===== src/rtl/coh_arb_pkg.sv =====
`default_nettype none
// ============================================================================
//  Module      : coh_arb_pkg
//  Description : Shared types and constants for the coherence request
//                arbiter: FSM state encoding, op encoding and the default
//                address/data widths used by processors and the directory.
//  Revision    : 1.0 - initial release
// ============================================================================
package coh_arb_pkg;

    typedef enum logic [1:0] {
        ST_IDLE      = 2'd0,
        ST_ISSUE     = 2'd1,
        ST_WAIT_DONE = 2'd2
    } arb_state_t;

    localparam logic OP_READ  = 1'b0;
    localparam logic OP_WRITE = 1'b1;

    localparam int DEF_NUM_PROCS   = 4;
    localparam int DEF_ADDR_W      = 8;
    localparam int DEF_DATA_W      = 8;
    localparam int DEF_TIMEOUT_CYC = 64;

endpackage : coh_arb_pkg
`default_nettype wire


===== src/rtl/rr_pick.sv =====
`default_nettype none
// ============================================================================
//  Module      : rr_pick
//  Description : Combinational round-robin picker. Scans the request vector
//                starting at ptr (wrapping modulo N) and returns the first
//                set request as a one-hot grant plus its index.
//  Ports       : req   [N]  - request vector
//                ptr   [IW] - highest-priority position
//                grant [N]  - one-hot winner (0 when no request)
//                index [IW] - winner index (0 when no request)
//                any        - at least one request present
//  Revision    : 1.0 - initial release
// ============================================================================
module rr_pick #(
    parameter int N  = 4,
    parameter int IW = $clog2(N)
) (
    input  logic [N-1:0]  req,
    input  logic [IW-1:0] ptr,
    output logic [N-1:0]  grant,
    output logic [IW-1:0] index,
    output logic          any
);

    // One extra bit so ptr+k cannot overflow before the modulo fold.
    logic [IW:0] w_pos;
    logic        w_found;

    always_comb begin
        grant   = '0;
        index   = '0;
        w_found = 1'b0;
        w_pos   = '0;
        for (int k = 0; k < N; k++) begin
            w_pos = {1'b0, ptr} + (IW+1)'(k);
            if (w_pos >= (IW+1)'(N)) begin
                w_pos = w_pos - (IW+1)'(N);
            end
            if (!w_found && req[w_pos[IW-1:0]]) begin
                w_found                = 1'b1;
                grant[w_pos[IW-1:0]]   = 1'b1;
                index                  = w_pos[IW-1:0];
            end
        end
    end

    assign any = |req;

endmodule : rr_pick
`default_nettype wire


===== src/rtl/coh_req_arbiter.sv =====
`default_nettype none
// ============================================================================
//  Module      : coh_req_arbiter
//  Description : Shares one directory-controller port among NUM_PROCS
//                processor request streams. Round-robin grant, one
//                transaction in flight, port held until the directory
//                reports done.
//  Ports       : clk, rst                     - clock, sync active-high reset
//                req_valid/op/addr/data       - per-processor requests (flat)
//                req_ack, req_done            - one-hot 1-cycle pulses
//                dir_valid/ready/op/addr/data - directory issue handshake
//                dir_src                      - granted processor index
//                dir_done                     - directory completion
//                busy                         - FSM not idle
//                err_timeout                  - watchdog abort pulse
//  Config      : ARB_TIMEOUT_EN - enables the WAIT_DONE watchdog
//                (TIMEOUT_CYC cycles). Undefined: err_timeout stays 0.
//  Revision    : 1.0 - initial release
// ============================================================================
module coh_req_arbiter
    import coh_arb_pkg::*;
#(
    parameter int NUM_PROCS   = DEF_NUM_PROCS,
    parameter int ADDR_W      = DEF_ADDR_W,
    parameter int DATA_W      = DEF_DATA_W,
    parameter int TIMEOUT_CYC = DEF_TIMEOUT_CYC
) (
    input  logic                          clk,
    input  logic                          rst,
    input  logic [NUM_PROCS-1:0]          req_valid,
    input  logic [NUM_PROCS-1:0]          req_op,
    input  logic [NUM_PROCS*ADDR_W-1:0]   req_addr,
    input  logic [NUM_PROCS*DATA_W-1:0]   req_data,
    output logic [NUM_PROCS-1:0]          req_ack,
    output logic [NUM_PROCS-1:0]          req_done,
    output logic                          dir_valid,
    input  logic                          dir_ready,
    output logic                          dir_op,
    output logic [ADDR_W-1:0]             dir_addr,
    output logic [DATA_W-1:0]             dir_data,
    output logic [$clog2(NUM_PROCS)-1:0]  dir_src,
    input  logic                          dir_done,
    output logic                          busy,
    output logic                          err_timeout
);

    localparam int SRC_W = $clog2(NUM_PROCS);

    arb_state_t             r_state, w_state_nxt;
    logic [SRC_W-1:0]       r_rr_ptr;
    logic [SRC_W-1:0]       r_src;
    logic                   r_op;
    logic [ADDR_W-1:0]      r_addr;
    logic [DATA_W-1:0]      r_data;
    logic [NUM_PROCS-1:0]   r_ack;
    logic [NUM_PROCS-1:0]   r_done;
    logic                   r_err;

    logic [NUM_PROCS-1:0]   w_grant;
    logic [SRC_W-1:0]       w_idx;
    logic                   w_any;
    logic                   w_wd_expire;
    logic [NUM_PROCS-1:0]   w_src_onehot;
    logic [SRC_W-1:0]       w_ptr_next;

    rr_pick #(
        .N  (NUM_PROCS),
        .IW (SRC_W)
    ) u_rr_pick (
        .req   (req_valid),
        .ptr   (r_rr_ptr),
        .grant (w_grant),
        .index (w_idx),
        .any   (w_any)
    );

`ifdef ARB_TIMEOUT_EN
    localparam int WD_W = $clog2(TIMEOUT_CYC + 1);
    logic [WD_W-1:0] r_wd_cnt;

    // Counter holds the number of completed WAIT_DONE cycles; expiry fires on
    // the edge that closes the TIMEOUT_CYC-th cycle.
    always_ff @(posedge clk) begin
        if (rst || (r_state != ST_WAIT_DONE)) begin
            r_wd_cnt <= '0;
        end else begin
            r_wd_cnt <= r_wd_cnt + 1'b1;
        end
    end

    assign w_wd_expire = (r_state == ST_WAIT_DONE) &&
                         (r_wd_cnt == WD_W'(TIMEOUT_CYC - 1));
`else
    logic unused_timeout_cfg;
    assign unused_timeout_cfg = (TIMEOUT_CYC > 0);
    assign w_wd_expire        = 1'b0;
`endif

    assign w_src_onehot = NUM_PROCS'(1) << r_src;
    assign w_ptr_next   = (r_src == SRC_W'(NUM_PROCS - 1)) ? '0 : r_src + 1'b1;

    // ------------------------------------------------------------------
    // FSM
    // ------------------------------------------------------------------
    always_ff @(posedge clk) begin
        if (rst) begin
            r_state <= ST_IDLE;
        end else begin
            r_state <= w_state_nxt;
        end
    end

    always_comb begin
        w_state_nxt = r_state;
        case (r_state)
            ST_IDLE: begin
                if (w_any) w_state_nxt = ST_ISSUE;
            end
            ST_ISSUE: begin
                // dir_done here is deliberately ignored.
                if (dir_ready) w_state_nxt = ST_WAIT_DONE;
            end
            ST_WAIT_DONE: begin
                if (dir_done || w_wd_expire) w_state_nxt = ST_IDLE;
            end
            default: w_state_nxt = ST_IDLE;
        endcase
    end

    // ------------------------------------------------------------------
    // Capture, pulses and round-robin pointer
    // ------------------------------------------------------------------
    always_ff @(posedge clk) begin
        if (rst) begin
            r_rr_ptr <= '0;
            r_src    <= '0;
            r_op     <= OP_READ;
            r_addr   <= '0;
            r_data   <= '0;
            r_ack    <= '0;
            r_done   <= '0;
            r_err    <= 1'b0;
        end else begin
            r_ack  <= '0;
            r_done <= '0;
            r_err  <= 1'b0;
            case (r_state)
                ST_IDLE: begin
                    if (w_any) begin
                        r_src  <= w_idx;
                        r_op   <= req_op[w_idx];
                        r_addr <= req_addr[int'(w_idx)*ADDR_W +: ADDR_W];
                        r_data <= req_data[int'(w_idx)*DATA_W +: DATA_W];
                        r_ack  <= w_grant;
                    end
                end
                ST_WAIT_DONE: begin
                    // dir_done on the expiry edge counts as a normal completion.
                    if (dir_done || w_wd_expire) begin
                        r_done   <= w_src_onehot;
                        r_rr_ptr <= w_ptr_next;
                        r_err    <= !dir_done;
                    end
                end
                default: ;
            endcase
        end
    end

    // ------------------------------------------------------------------
    // Outputs: directory fields read as zero while idle; read data is
    // forced to zero so undriven write data never reaches the directory.
    // ------------------------------------------------------------------
    assign busy        = (r_state != ST_IDLE);
    assign dir_valid   = (r_state == ST_ISSUE);
    assign dir_op      = busy & r_op;
    assign dir_addr    = busy ? r_addr : '0;
    assign dir_data    = (busy && (r_op == OP_WRITE)) ? r_data : '0;
    assign dir_src     = busy ? r_src : '0;
    assign req_ack     = r_ack;
    assign req_done    = r_done;
    assign err_timeout = r_err;

endmodule : coh_req_arbiter
`default_nettype wire

===== config.mk =====
export PLATFORM = sky130hd
export DESIGN_NAME = coh_req_arbiter
export DESIGN_NICKNAME = d
export VERILOG_FILES = /design/src/rtl/coh_arb_pkg.sv /design/src/rtl/rr_pick.sv /design/src/rtl/coh_req_arbiter.sv
export SDC_FILE = /design/constraint.sdc
export NUM_CORES = 1
export LEC_CHECK = 0
export ABC_AREA = 1
export CAP_MARGIN = 20
export CORE_ASPECT_RATIO = 1.1
export CORE_MARGIN = 5
export CORE_UTILIZATION = 46
export DETAILED_ROUTE_END_ITERATION = 10
export GPL_TIMING_DRIVEN = 0
export PLACE_DENSITY = 0.95
export RECOVER_POWER = 50
export SKIP_LAST_GASP = 1
export SLEW_MARGIN = 20
export SYNTH_ARGS = -nofsm -noshare
export SYNTH_HDL_FRONTEND = slang
export SYNTH_SLANG_ARGS = --single-unit

===== constraint.sdc =====
create_clock -name clk -period 3.4 [get_ports clk]
set_input_delay 1.02 -clock clk [delete_from_list [all_inputs] [get_ports clk]]
set_output_delay 1.02 -clock clk [all_outputs]
set_load 0.01 [all_outputs]

======== Word-level counts from Yosys, hierarchy flattened ========
Cells that the tools add are included.
operators by class
  add/sub/neg operators ................... 8
  multipliers ............................. 0
  divide/modulo/power cells ............... 0
  $lt $le $gt $ge ......................... 13
  eq/ne operators ......................... 6
  shift operators ......................... 3
  multiplexer cells ....................... 41
  bitwise logic cells ..................... 8
  reductions and logical operators ........ 20
operators with widths
  kind                 number
  $shiftx 32x6->8      2
  $mux 2               13
  $mux 4               4
  $mux 8               2
  $lt 2x3->1 const B   5
  $mux 1               12
  $or 4x4->4           3
  $bmux 1 s2           5
  $ge 3x3->1 const B   3
  $demux 1 s2          4
  $ge 2x1->1 const B   4
  $logic_and 1x1->1    8
  $sub 2x1->2 const B  4
  $add 2x2->3 const B  2
  $pmux 2 s3           1
  $reduce_or 3->1      2
  $eq 2x2->1 const B   2
  $logic_not 1->1      4
  $ne 2x1->1 const B   2
  $not 1->1            4
  $reduce_and 2->1     2
  $reduce_or 4->1      1
  $shl 1x2->4 const A  1
  $add 2x1->3 const B  1
  8 further kinds      8
storage, ports and cells
  register bits ........................... 32
  latch bits .............................. 0
  memory bits (writable) .................. 0
  memory bits (read-only) ................. 0
  input bits .............................. 76
  output and inout bits ................... 30
  logic and storage cells ................. 108
  memories kept ........................... 0

======== Longest topological paths before layout ========
  depth in word-level cells ............... 16
  depth in mapped cells ................... 17
  mapped depth without buffers ............ 16

======== Modules after synthesis ========
Synthesis repeated with hierarchy kept, for this count alone.
unflattened totals
  cell total of the unflattened synthesis .. 429
  area total of the unflattened synthesis .. 2531.2 um^2
by module, submodules not included
  module           instances  cells each  area an instance (um^2)
  coh_req_arbiter  1          346         1996.9
  rr_pick          1          83          534.3

======== Worst setup path before layout ========
No wires, ideal clock.
  kind .................................... input -> register
  start ................................... in req_valid[3]
  end ..................................... reg r_addr[7]
  library setup time ...................... 109 ps
  arrival ................................. 2221 ps
  required time ........................... 3291 ps
  path slack .............................. 1070 ps
  stages .................................. 15
  path buffers ............................ 1
  cells stage by stage .................... inv_1 > nand2_1 > nand3_2 > nand2_4 > nor2_2 > nand2_1 > nand2_1 > nand2_4 > nand2_4 > buf_4 > nand2_1 > nand3_1 > nand3_1 > nand2_1 > inv_1
between the ends
  word-level cells in the longest chain between the ends .. 13
  elaborated cells between the ends (all ways) .. 24
  those cells by class .................... shift (1); mux (15); reduce/logical (8)
RTL lines
  element                       RTL line                source
  from (decl)                   coh_req_arbiter.sv:30   input logic [NUM_PROCS-1:0] req_valid,
  $bmux 1 s2                    rr_pick.sv:39           if (!w_found && req[w_pos[IW-1:0]]) begin
  $mux 1 (not written as such)  rr_pick.sv:39
  $mux 1                        rr_pick.sv:39
  $logic_not 1->1               rr_pick.sv:39
  $logic_and 1x1->1             rr_pick.sv:39
  $mux 1                        rr_pick.sv:39
  $logic_not 1->1               rr_pick.sv:39
  $logic_and 1x1->1             rr_pick.sv:39
  $mux 1                        rr_pick.sv:39
  $logic_not 1->1               rr_pick.sv:39
  $logic_and 1x1->1             rr_pick.sv:39
  $mux 2                        rr_pick.sv:39
  $shiftx 32x6->8               coh_req_arbiter.sv:152  r_addr <= req_addr[int'(w_idx)*ADDR_W +: ADDR_W];
  to (signal assigned)          coh_req_arbiter.sv:152
  to (decl)                     coh_req_arbiter.sv:53   logic [ADDR_W-1:0] r_addr;
Parallel ways exist; a longest one is shown, timed or not. The select of a mux whose other input is x is not followed.
A chain may end at the register's enable or synchronous reset.

======== Final worst setup path ========
  start ................................... in req_valid[0]
  end ..................................... reg r_data[7]
between the ends
  word-level cells in the longest chain between the ends .. 13
  elaborated cells between the ends (all ways) .. 24
  those cells by class .................... shift (1); mux (15); reduce/logical (8)
RTL lines
  element                       RTL line                source
  $bmux 1 s2                    rr_pick.sv:39
  $mux 1 (not written as such)  rr_pick.sv:39
  $mux 1                        rr_pick.sv:39
  $logic_not 1->1               rr_pick.sv:39
  $logic_and 1x1->1             rr_pick.sv:39
  $mux 1                        rr_pick.sv:39
  $logic_not 1->1               rr_pick.sv:39
  $logic_and 1x1->1             rr_pick.sv:39
  $mux 1                        rr_pick.sv:39
  $logic_not 1->1               rr_pick.sv:39
  $logic_and 1x1->1             rr_pick.sv:39
  $mux 2                        rr_pick.sv:39
  $shiftx 32x6->8               coh_req_arbiter.sv:153  r_data <= req_data[int'(w_idx)*DATA_W +: DATA_W];
  to (signal assigned)          coh_req_arbiter.sv:153
  to (decl)                     coh_req_arbiter.sv:54   logic [DATA_W-1:0] r_data;
Parallel ways exist; a longest one is shown, timed or not. The select of a mux whose other input is x is not followed.

==> summary.txt <==
r2r startpoint: r_rr_ptr[0]
crit path time final: 3.034 ns
TritonCTS Buffers: 5
Clock Sinks: 32
crit path from: req_valid[0]
CTS tree: yes
vias in the first global route: 2887
Setup-failing EPs final: 0
initial antenna violation count: 0
RSZ-0062 raised after global routing: false
Bufs on Longest Clock Path: 2
Cell Rows: 27
Syn Inst Count: 426
synthesized area per cell: 5.736 µm²
Worst EP arrival: 3.22 ns
WL/cell: 12.77 µm
die height: 86.44 µm
synth unique cells: 28
Final TNS setup: 0 ns
critical-path cell list: dlygate4sd3_1 > inv_1 > nand2_1 > nand3_2 > nand2_4 > nor2_1 > nand2_1 > nand2_1 > nand2_4 > nand2_4 > buf_4 > nand2_1 > nand3_1 > nand3_1 > nand2_1 > inv_1
CTS root buf: clkbuf_8
WS Path Type: primary input to flop
global routing met3 resource utilization: 5.301%
slowest CP cell: dlygate4sd3_1
Worst Skew: 0.003542 ns
Worst Setup EP: r_data[7]
clock-pin slew of the registers on the worst-case setup and hold paths: 0.06 ns
HPWL after detailed placement: 6235 µm
htree depth: 2
simple-gate share of the synthesized area: 47.77%
R2R depth: 16
IO Port Bufs: 105
IO Pins: 106
DRC viols: 0
Reg-to-Reg End: r_data[7]
area of the multi-input gates: 1411 µm²
global-route wire length before repair: 12280 µm
P&R area growth vs syn: 49.82%
Final #Nets: 620
status: complete, no violations
fillers: 418
drt pass-1 iters: 5
fmax: 329.6 MHz
HP Class: flop to flop
# Post-CTS Setup Buffers: 0
GPL Wtd Cong: 0.8714
Core Area: 5067 µm²
hold buffers post-CTS: 0
R2R setup slack: 0.68 ns
routing usage on met2: 43.13%
slew at the pin with the worst max-slew slack: 0.5047 ns
worst vdd ir: 244.5 µV
1st-iter DRT viols: 157
Worst path most repeated cell: nand2_1
DRT Wirelength: 7613 µm
starting density of the core: 48.22%
Worst setup EP type: flop
CP startpoint kind: primary input
Overall Power: 1266 µW
layout cells sized above 1: 5.948%
Synth Area in XOR/XNOR: 0%
CP Data Required Time: 3.58 ns
post-synthesis adder-cell area fraction: 3.072%
largest family of logic cells by synthesized area: simple AND/OR/NAND/NOR gates
via count: 3017
Final period util: 89.24%
Static Leak: 0.001941 µW
register bit total from synthesis: 32
sequential fraction of the synthesis area: 26.22%
pwr dens: 345.9 nW/µm²
DRT antenna net count: 0
syn_nets: 508
Synth Cell Area: 2444 µm²
Max Cap Viol: 0
Sequential Area: 640.6 µm²
Die Area: 6871 µm²
total track usage: 22.15%
DR vias/cell: 5.062
post-CTS resize count: 0
compound-cell area share of the yosys netlist: 6.861%
largest net degree at the start of global routing: 11
GR Overflow Total: 0
DIE WIDTH: 79.49 µm
GR peak layer: met2
max_slew headroom: 66.35%
Hold Vio Cnt, Final: 0
final slew viol count: 0
met1 usage: 22.37%
multiplexer share of the synthesized area: 0%
Synthesis Warnings: 0
ant diodes: 0
Crit Path Max Fanout: 10
Clock Latency Late Sink: 0.28 ns
critical path's largest stage delay: 0.58 ns
-- worst max-delay path: cells and delay by family --
kind                   cells  cell delay, ns
buffers and inverters      4            0.88
and+or+nand+nor           12            1.31
-- through the flow --
stage	cells	setup WS, ns	hold slack (ns)	utilization (%)	cell area [µm²]
floorplan	426	1.070	0.4414	-	2444
global placement	589	0.3304	0.4589	70.40	3567
detailed placement	589	0.2613	0.4668	70.40	3567
CTS	596	0.5472	0.4883	72.30	3664
global route	596	0.1748	0.5405	72.25	3661
finish	596	0.3658	0.4887	72.25	3661
-- registers in the layout, indices dropped and copies added (netlist names) --
| register | flops |
|---|---|
| req_ack | 4 |
| r_data | 8 |
| r_rr_ptr | 2 |
| r_addr | 8 |
| r_op | 1 |
| req_done | 4 |
| r_state | 2 |
| err_timeout | 1 |
| r_src | 2 |
-- report_power, final --
part / total [µW] / internal (µW) / switching, µW / leakage, µW
clock network: 314 / 180 / 134 / 0.0000503
logic: 514 / 228 / 286 / 0.00163
registers: 438 / 418 / 20.2 / 0.000263
total: 1270 / 827 / 440 / 0.00194
-- routing by layer --
layer | up-vias | wire length (µm)
li1 | 1523 | -
met1 | 1354 | 2772
met2 | 124 | 4008
met3 | 16 | 657
met4 | 0 | 176
met5 | - | 0
-- layout make-up --
| class | count | share of cell area [%] |
|---|---|---|
| Multi-Input combinational cell | 297 | 38.55 |
| Timing Repair Buffer | 105 | 28.71 |
| Sequential cell | 32 | 17.50 |
| Inverter | 82 | 8.407 |
| Clock buffer | 7 | 2.632 |
| Buffer | 15 | 2.221 |
| Tap cell | 58 | 1.982 |
-- kinds of logic (layout without fill, tap and decap cells) --
family	count (synthesis)	after routing
AOI/OAI and AO/OA	31	31
adders and majority gates	6	6
buffers and inverters	97	209
DFF	32	32
other	1	1
and+or+nand+nor	259	259
-- synthesized netlist by cell type --
master	number	area [µm²]
nand2_1	146	548.0
inv_1	79	296.5
a22oi_1	3	22.52
nand3_1	61	305.3
nand2_4	3	33.78
a21oi_1	14	70.07
inv_2	3	11.26
buf_1	2	7.510
nand3b_1	1	7.510
conb_1	1	3.750
buf_2	2	10.01
a31oi_1	1	6.260
nor2_8	1	20.02
nor2_2	2	12.51
o22ai_1	1	6.260
o21ai_0	11	55.05
a211oi_1	1	7.510
buf_4	4	30.03
nand2_2	3	18.77
nor2_1	34	127.6
nor3_4	1	16.27
buf_6	1	11.26
nor4_1	1	6.260
dfxtp_1	32	640.6
nand3_2	5	50.05
ha_1	6	75.07
nand4_4	1	21.27
clkbuf_1	6	22.52
-- layout by cell type (no fill, tap or decap), types with 6 or more instances in the layout --
cell type,instances
nand2_1,146
clkdlybuf4s50_1,86
inv_1,79
nand3_1,61
nor2_1,35
dfxtp_1,32
dlygate4sd3_1,19
a21oi_1,14
o21ai_0,11
clkbuf_8,7
clkbuf_1,6
ha_1,6
-- worst min-delay path by stage --
stage	from	endpoint	slack (ns)	depth (start not counted)
after floorplan	r_src[0]	req_done[0]	0.44	1
after global placement	r_src[0]	req_done[2]	0.46	1
after detailed placement	r_src[0]	req_done[2]	0.47	1
after CTS	r_src[0]	req_done[2]	0.49	1
after global routing	r_src[0]	req_done[2]	0.54	1
final	r_src[0]	req_done[2]	0.49	1
Power figures use the tool's default switching activity.
